<file path="src/rtl/fetch_pkg.sv">
// Shared fetch-stage definitions: FSM state encoding and fault codes.
package fetch_pkg;

    typedef enum logic [1:0] {
        StIdle    = 2'd0,
        StFetch   = 2'd1,
        StDeliver = 2'd2,
        StFault   = 2'd3
    } fetch_state_e;

    localparam logic [1:0] FC_NONE     = 2'b00;
    localparam logic [1:0] FC_MISALIGN = 2'b01;
    localparam logic [1:0] FC_TIMEOUT  = 2'b10;

    // Instructions are word aligned; any set low bit is a fault.
    function automatic logic misaligned(input logic [1:0] lsbs);
        return lsbs != 2'b00;
    endfunction

endpackage

</file>
<file path="src/rtl/fetch_watchdog.sv">
// Wait-cycle counter for outstanding fetches; expired_o flags the cycle on
// which the count would reach Timeout.
module fetch_watchdog #(
    parameter int unsigned Timeout = 255
) (
    input  logic clk_i,
    input  logic rst_ni,
    input  logic clear_i,
    input  logic en_i,
    output logic expired_o
);

    localparam int unsigned CntW = $clog2(Timeout + 1);

    logic [CntW-1:0] cnt_q;

    // Count waiting cycles; clear has priority over enable.
    always_ff @(posedge clk_i or negedge rst_ni) begin
        if (!rst_ni) begin
            cnt_q <= '0;
        end else if (clear_i) begin
            cnt_q <= '0;
        end else if (en_i) begin
            cnt_q <= cnt_q + CntW'(1);
        end
    end

    // Fires when this enabled cycle takes the count to Timeout.
    always_comb begin
        expired_o = en_i && (cnt_q == CntW'(Timeout - 1));
    end

endmodule

</file>
<file path="src/rtl/instr_fetch_stage.sv">
// Fetch stage: PC register, req/ack instruction memory fetch, valid/ready
// hand-off to decode, redirect handling and sticky fault reporting.
module instr_fetch_stage
    import fetch_pkg::*;
#(
    parameter int unsigned          PC_WIDTH    = 64,
    parameter int unsigned          INSTR_WIDTH = 32,
    parameter logic [PC_WIDTH-1:0]  RESET_PC    = '0,
    parameter int unsigned          TIMEOUT     = 255
) (
    input  logic                   CLK,
    input  logic                   Reset_L,
    input  logic [PC_WIDTH-1:0]    NextPC,
    input  logic                   Redirect,
    input  logic [PC_WIDTH-1:0]    RedirectPC,
    output logic                   IMemReq,
    output logic [PC_WIDTH-1:0]    IMemAddr,
    input  logic                   IMemAck,
    input  logic [INSTR_WIDTH-1:0] IMemData,
    output logic                   InstrValid,
    input  logic                   InstrReady,
    output logic [INSTR_WIDTH-1:0] Instruction,
    output logic [PC_WIDTH-1:0]    CurrentPC,
    output logic                   Fault,
    output logic [1:0]             FaultCode,
    output logic [31:0]            FetchCount
);

    fetch_state_e           state_q, state_d;
    logic [PC_WIDTH-1:0]    pc_q, pc_d;
    logic [INSTR_WIDTH-1:0] instr_q, instr_d;
    logic [1:0]             fcode_q, fcode_d;
    logic [31:0]            fcount_q, fcount_d;

    logic redirect_act;
    logic wd_clear;
    logic wd_en;
    logic wd_expired;

    // Redirect is ignored once faulted.
    always_comb begin
        redirect_act = Redirect && (state_q != StFault);
        wd_clear     = redirect_act || ((state_q == StFetch) && IMemAck);
        wd_en        = !redirect_act && (state_q == StFetch) && !IMemAck;
    end

    fetch_watchdog #(
        .Timeout(TIMEOUT)
    ) u_watchdog (
        .clk_i    (CLK),
        .rst_ni   (Reset_L),
        .clear_i  (wd_clear),
        .en_i     (wd_en),
        .expired_o(wd_expired)
    );

    // State and datapath registers.
    always_ff @(posedge CLK or negedge Reset_L) begin
        if (!Reset_L) begin
            state_q  <= StIdle;
            pc_q     <= RESET_PC;
            instr_q  <= '0;
            fcode_q  <= FC_NONE;
            fcount_q <= '0;
        end else begin
            state_q  <= state_d;
            pc_q     <= pc_d;
            instr_q  <= instr_d;
            fcode_q  <= fcode_d;
            fcount_q <= fcount_d;
        end
    end

    // Next-state: redirect first, then per-state fetch/deliver progress.
    always_comb begin
        state_d  = state_q;
        pc_d     = pc_q;
        instr_d  = instr_q;
        fcode_d  = fcode_q;
        fcount_d = fcount_q;
        if (redirect_act) begin
            pc_d = RedirectPC;
            if (misaligned(RedirectPC[1:0])) begin
                state_d = StFault;
                fcode_d = FC_MISALIGN;
            end else begin
                state_d = StFetch;
            end
        end else begin
            case (state_q)
                StIdle: state_d = StFetch;
                StFetch: begin
                    if (IMemAck) begin
                        instr_d = IMemData;
                        state_d = StDeliver;
                    end else if (wd_expired) begin
                        state_d = StFault;
                        fcode_d = FC_TIMEOUT;
                    end
                end
                StDeliver: begin
                    if (InstrReady) begin
                        pc_d     = NextPC;
                        fcount_d = fcount_q + 32'd1;
                        if (misaligned(NextPC[1:0])) begin
                            state_d = StFault;
                            fcode_d = FC_MISALIGN;
                        end else begin
                            state_d = StFetch;
                        end
                    end
                end
                default: ;
            endcase
        end
    end

    // Moore outputs from registered state.
    always_comb begin
        IMemReq     = (state_q == StFetch);
        IMemAddr    = pc_q;
        InstrValid  = (state_q == StDeliver);
        Instruction = instr_q;
        CurrentPC   = pc_q;
        Fault       = (state_q == StFault);
        FaultCode   = fcode_q;
        FetchCount  = fcount_q;
    end

endmodule

</file>
<file path="config.mk">
export PLATFORM = sky130hd
export DESIGN_NAME = instr_fetch_stage
export DESIGN_NICKNAME = d
export VERILOG_FILES = /design/src/rtl/fetch_pkg.sv /design/src/rtl/fetch_watchdog.sv /design/src/rtl/instr_fetch_stage.sv
export SDC_FILE = /design/constraint.sdc
export NUM_CORES = 1
export LEC_CHECK = 0
export ABC_CLOCK_PERIOD_IN_PS = 2000
export CORE_MARGIN = 2
export CORE_UTILIZATION = 36
export CTS_CLUSTER_SIZE = 40
export DETAILED_ROUTE_END_ITERATION = 16
export PLACE_DENSITY = 0.76
export SLEW_MARGIN = 20
export SYNTH_ARGS = -nofsm -noshare
export SYNTH_HDL_FRONTEND = slang
export SYNTH_SLANG_ARGS = --single-unit
</file>
<file path="constraint.sdc">
create_clock -name CLK -period 2 [get_ports CLK]
set_clock_uncertainty 0.15 [all_clocks]
set_input_delay 0.3 -clock CLK [delete_from_list [all_inputs] [get_ports CLK]]
set_output_delay 0.3 -clock CLK [all_outputs]
set_load 0.05 [all_outputs]
</file>
======== Word level (Yosys, flattened, before mapping) ========
Cells that the tools add are included.
storage, ports and cells
  register bits ........................... 140
  bits of input ports ..................... 165
  output and inout port bits .............. 197
cells by class
  add/subtract/negate cells ............... 2
  equal/unequal tests ..................... 11
  multiplexer cells ....................... 19
  bitwise logic cells ..................... 1
  reduce and logical (&&, ||, !) cells .... 21
operator list
  operator                 number
  $mux W64                 3
  $add A32 B1 Y32 const B  1
  $mux W2                  12
  $mux W8                  2
  $reduce_bool A2 Y1       5
  $ne A3 B1 Y1 const B     3
  $reduce_and A3 Y1        3
  $add A8 B1 Y8 const B    1
  $eq A8 B8 Y1 const B     1
  $pmux W2 S3              1
  $reduce_and A6 Y1        1
  $logic_and A1 B1 Y1      5
  $eq A2 B2 Y1 const B     2
  $ne A4 B1 Y1 const B     1
  $pmux W2 S2              1
  $reduce_bool A4 Y1       1
  $ne A3 B2 Y1 const B     1
  $reduce_bool A3 Y1       1
  $eq A2 B1 Y1 const B     1
  $logic_not A1 Y1         2
  $logic_not A2 Y1         1
  $ne A2 B1 Y1 const B     1
  $ne A2 B2 Y1 const B     1
  $reduce_and A2 Y1        1
  other kinds (2)          2

======== Depth between registers and ports, before layout ========
  word-level depth ........................ 10
  mapped depth ............................ 7
  mapped depth without buffers ............ 6

======== Cells and area by module ========
A second synthesis with hierarchy kept.
second synthesis, totals
  cells, all modules ...................... 714
  area total of the unflattened synthesis .. 6,867.8 um^2
modules (own cells, without submodules)
  module             times used  cells an instance  area each (um^2)  sequential area each (um^2)
  instr_fetch_stage  1           673                6,456.2           3,303.2
  fetch_watchdog     1           41                 411.6             200.2

======== Worst setup path before layout ========
OpenSTA, ideal clock, no wires.
  path kind ............................... register -> register
  start ................................... reg state_q[1]
  end ..................................... reg fcount_q[10], in the netlist FetchCount[10]
  setup time .............................. 0.143 ns
  arrival time ............................ 2.001 ns
  required time ........................... 1.707 ns
  path slack .............................. -0.294 ns
  stages on the path, launching flop included .. 7
  buffers on the path ..................... 1
  period minus slack after synthesis ...... 2.294 ns
  cell sequence ........................... dfrtp_1 -> ha_1 -> nor2b_2 -> buf_2 -> nor4_1 -> nand4_1 -> xnor2_1
on the way
  cells in the longest elaborated chain, start to end .. 4
RTL lines
  item                             line                     source
  start: declaration               instr_fetch_stage.sv:29  fetch_state_e state_q, state_d;
  start signal: assignment         instr_fetch_stage.sv:60  state_q <= StIdle;
  start signal: assignment         instr_fetch_stage.sv:66  state_q <= state_d;
  $ne A2 B2 Y1                     instr_fetch_stage.sv:42  redirect_act = Redirect && (state_q != StFault);
  $logic_and A1 B1 Y1              instr_fetch_stage.sv:42
  $not A1 Y1 (no line)             --
  $reduce_and A3 Y1 (no line) (*)  --
  end signal: assignment           instr_fetch_stage.sv:70  fcount_q <= fcount_d;
  end: declaration                 instr_fetch_stage.sv:33  logic [31:0] fcount_q, fcount_d;
Mark *: on every way between the ends. The rest lies on a longest branch, timed or not.
A chain may end at the register's enable or synchronous reset.

======== Worst setup path in the final report ========
  start ................................... reg state_q[0]
  end ..................................... reg fcount_q[5], in the netlist FetchCount[5]
Same word-level chain as after synthesis.

==> flow_summary_export.csv <==
group,metric,value,unit
place,gp_congestion,0.8583,
timing,setup_violations,0,
worst_setup_path,critPathLaunchType,"flip-flop",
cts,cts_tree,"yes",
cts,clock_sinks,140,
cells_and_area,finish.utilization,0.5813,
cts,htreeDepth,4,
routing,first_pass_iters,4,
synthesis,synth_edf_count,0,
place,post-dp-hpwl,16.81,mm
synthesis,synthArstFlopShare,1.000,
synthesis,netlist_area,6783,µm²
synthesis,yosysUniqueCellTypes,42,
cells_and_area,final_cell_mix,"clkdlybuf4s50_1 (163), nand2_1 (142), dfrtp_1 (135), buf_4 (124), dlygate4sd2_1 (99)",
cts,worstSkewPairLatency,0.41,ns
routing,drc_errors,0,
timing,min_period,1.922,ns
floorplanning,die_h,141.3,µm
routing,vias,6157,
place,io_buffers,361,
place,pre_cts_ws,-0.1447,ns
cells_and_area,fillCellCount,1607,
floorplanning,die_area,19950,µm²
routing,drt-initial-drc-count,322,
global_route,grt_max_degree,50,
global_route,antenna_found_initial,4,
synthesis,yosysSeqAreaShare,0.5165,
synthesis,avgSynthCellArea,9.745,µm²
cts,clk_pin_slew,0.07,ns
power_and_ir_drop,vdd_ir_drop_max,0.9120,mV
cts,root_buffer,"clkbuf_16",
power_and_ir_drop,cellPowerDensity,1880,nW/µm²
timing,slew_violations,0,
routing,vias_per_cell,4.863,
timing,fin_crit_sh,0.9611,
worst_setup_path,worst_ep_required_time,2.14,ns
worst_setup_path,reg2reg_depth,7,
cells_and_area,final_common_cell,"clkdlybuf4s50_1",
run,cap_viol_max_count,0,
worst_setup_path,crit_type,"reg2reg",
status,outcome,"complete, no violations",
global_route,grt_usage,0.2171,
global_route,grt_pass1_wl,33.31,mm
cells_and_area,multi_input_area,2648,µm²
synthesis,synth_fp_nets,867,
floorplanning,die_x,141.3,µm
synthesis,ys_warn_count,0,
synthesis,ys_ff_latch,140,
cells_and_area,drive_above_1_share,0.2208,
floorplanning,core,18580,µm²
cells_and_area,final_cell_count_no_fill,1266,
global_route,grt_pass1_vias,6095,
timing,worstMarginPinSlew,0.5356,ns
routing,routed_wl,22.12,mm
floorplanning,placementRows,50,
timing,hold_violations,0,
worst_hold_path,min_path_type,"in2async",
worst_setup_path,worstPathArrival,2.07,ns
synthesis,synthCells,696,
timing,setup_ws,0.07778,ns
cells_and_area,nets,1186,
worst_setup_path,critPathMaxFanout,11,
timing,max_slew_margin,0.6444,
global_route,overflow,0,
synthesis,synth_ff_type,"dfrtp_1",
routing,wire_per_inst,17.47,µm
floorplanning,initial_core_util,0.3651,
cts,cts_max_path_buffers,2,
floorplanning,pin_count,362,
cells_and_area,area_delta_synth_final,59.25,%
timing,whs,0.1942,ns
routing,postRouteAntennaNets,0,
cts,numCtsBuffers,17,
timing,fmax,520.2,MHz
worst_setup_path,critPathCaptureType,"flip-flop",
power_and_ir_drop,leakage,4.902,nW
place,dp_cells,1226,
cells_and_area,final-seq-area,3510,µm²
==> worst max-delay path: stages, from the launching register on <==
cell     delay (ns)
dfrtp_2        0.45
ha_4           0.23
nor2b_4        0.24
buf_4          0.16
nor3_1         0.05
buf_4          0.19
and3_1         0.20
xor2_1         0.14
==> metrics by stage <==
step           setup TNS, ns  cell area, µm²  power [mW]
4_1_cts                    0           10730       20.38
5_1_grt             -0.02808           10800       21.24
2_1_floorplan       -0.01152            6822       13.99
6_report                   0           10800       20.31
3_5_place_dp          -8.184           10250       17.92
3_3_place_gp          -3.002           10250       17.74
==> per-layer routing <==
layer  vias up  routed length (µm)  GRT usage
li1       2947                   -          -
met5         -                   0          0
met3        29                1527    0.06581
met1      2954                8685     0.2556
met2       227               11310     0.3751
met4         0                 597    0.08000
==> synth_stat cells (2+ instances only) <==
cell	number	area [µm²]
nand2_1	142	533.0
dfrtp_1	140	3503
nor2_1	71	266.5
a31oi_1	65	406.6
buf_4	65	488.0
mux2_2	33	371.6
xnor2_1	26	227.7
buf_2	24	120.1
nand4_1	17	106.4
nand3_1	15	75.07
inv_1	11	41.29
o21ai_0	11	55.05
and3_1	9	56.30
and2_1	6	37.54
ha_1	6	75.07
a21oi_1	5	25.02
clkbuf_1	5	18.77
xor2_1	5	43.79
buf_1	4	15.01
buf_6	3	33.78
or2_2	3	18.77
a2111oi_0	2	17.52
a221oi_1	2	17.52
and4_1	2	17.52
and4_2	2	20.02
nor2b_1	2	12.51
nor3_1	2	10.01
nor4_1	2	12.51
o2bb2ai_1	2	17.52
or3_1	2	12.51
==> registers in the layout (all words and copies together), names as in the netlist <==
register	count
CurrentPC	64
FaultCode	2
FetchCount	32
Instruction	32
state_q	2
u_watchdog.cnt_q	8
==> worst paths after layout <==
| path | slack, ns | endpoint | start |
|---|---|---|---|
| min in group CLK | 0.29 | CurrentPC[52] | RedirectPC[52] |
| worst max-delay path | 0.08 | FetchCount[5] | state_q[0] |
| worst min register to register | 0.33 | u_watchdog.cnt_q[7] | u_watchdog.cnt_q[7] |
| max in group asynchronous | 0.88 | FetchCount[10] | Reset_L |
| worst max register to register | 0.08 | FetchCount[5] | state_q[0] |
| worst min-delay path | 0.19 | FetchCount[28] | Reset_L |
==> repair_timing <==
item | 4_1_cts | 5_1_grt
resized for setup | 100 | 6
cloned | 0 | 1
setup buffers | 0 | 2
hold buffers | 1 | 0
setup endpoints to repair | 100 | 38
endpoints found under the hold margin | 122 | 0
==> cell families after synthesis <==
logic type	synth area share
AOI/OAI and AO/OA	0.08449
xor gates and xnor gates	0.04003
adders and majority gates	0.01107
buffers and inverters	0.1057
DFF	0.5165
muxes	0.05792
and+or+nand+nor	0.1843
==> power by group <==
group / total [mW] / internal (mW) / switching [mW]
Clock: 3.13 / 1.81 / 1.32
Sequential: 4.81 / 3.92 / 0.883
Combinational: 12.4 / 3.69 / 8.68
==> area by class of cell <==
type | instances | share of cell area
repair buffers | 401 | 0.3440
inverters | 11 | 0.003823
clock inverters | 12 | 0.01182
clock buffers | 20 | 0.04228
well taps | 234 | 0.02711
diodes | 4 | 0.0009267
flip-flops and latches | 140 | 0.3249
multi-input cells | 444 | 0.2451
(Power assumes the default switching activity.)
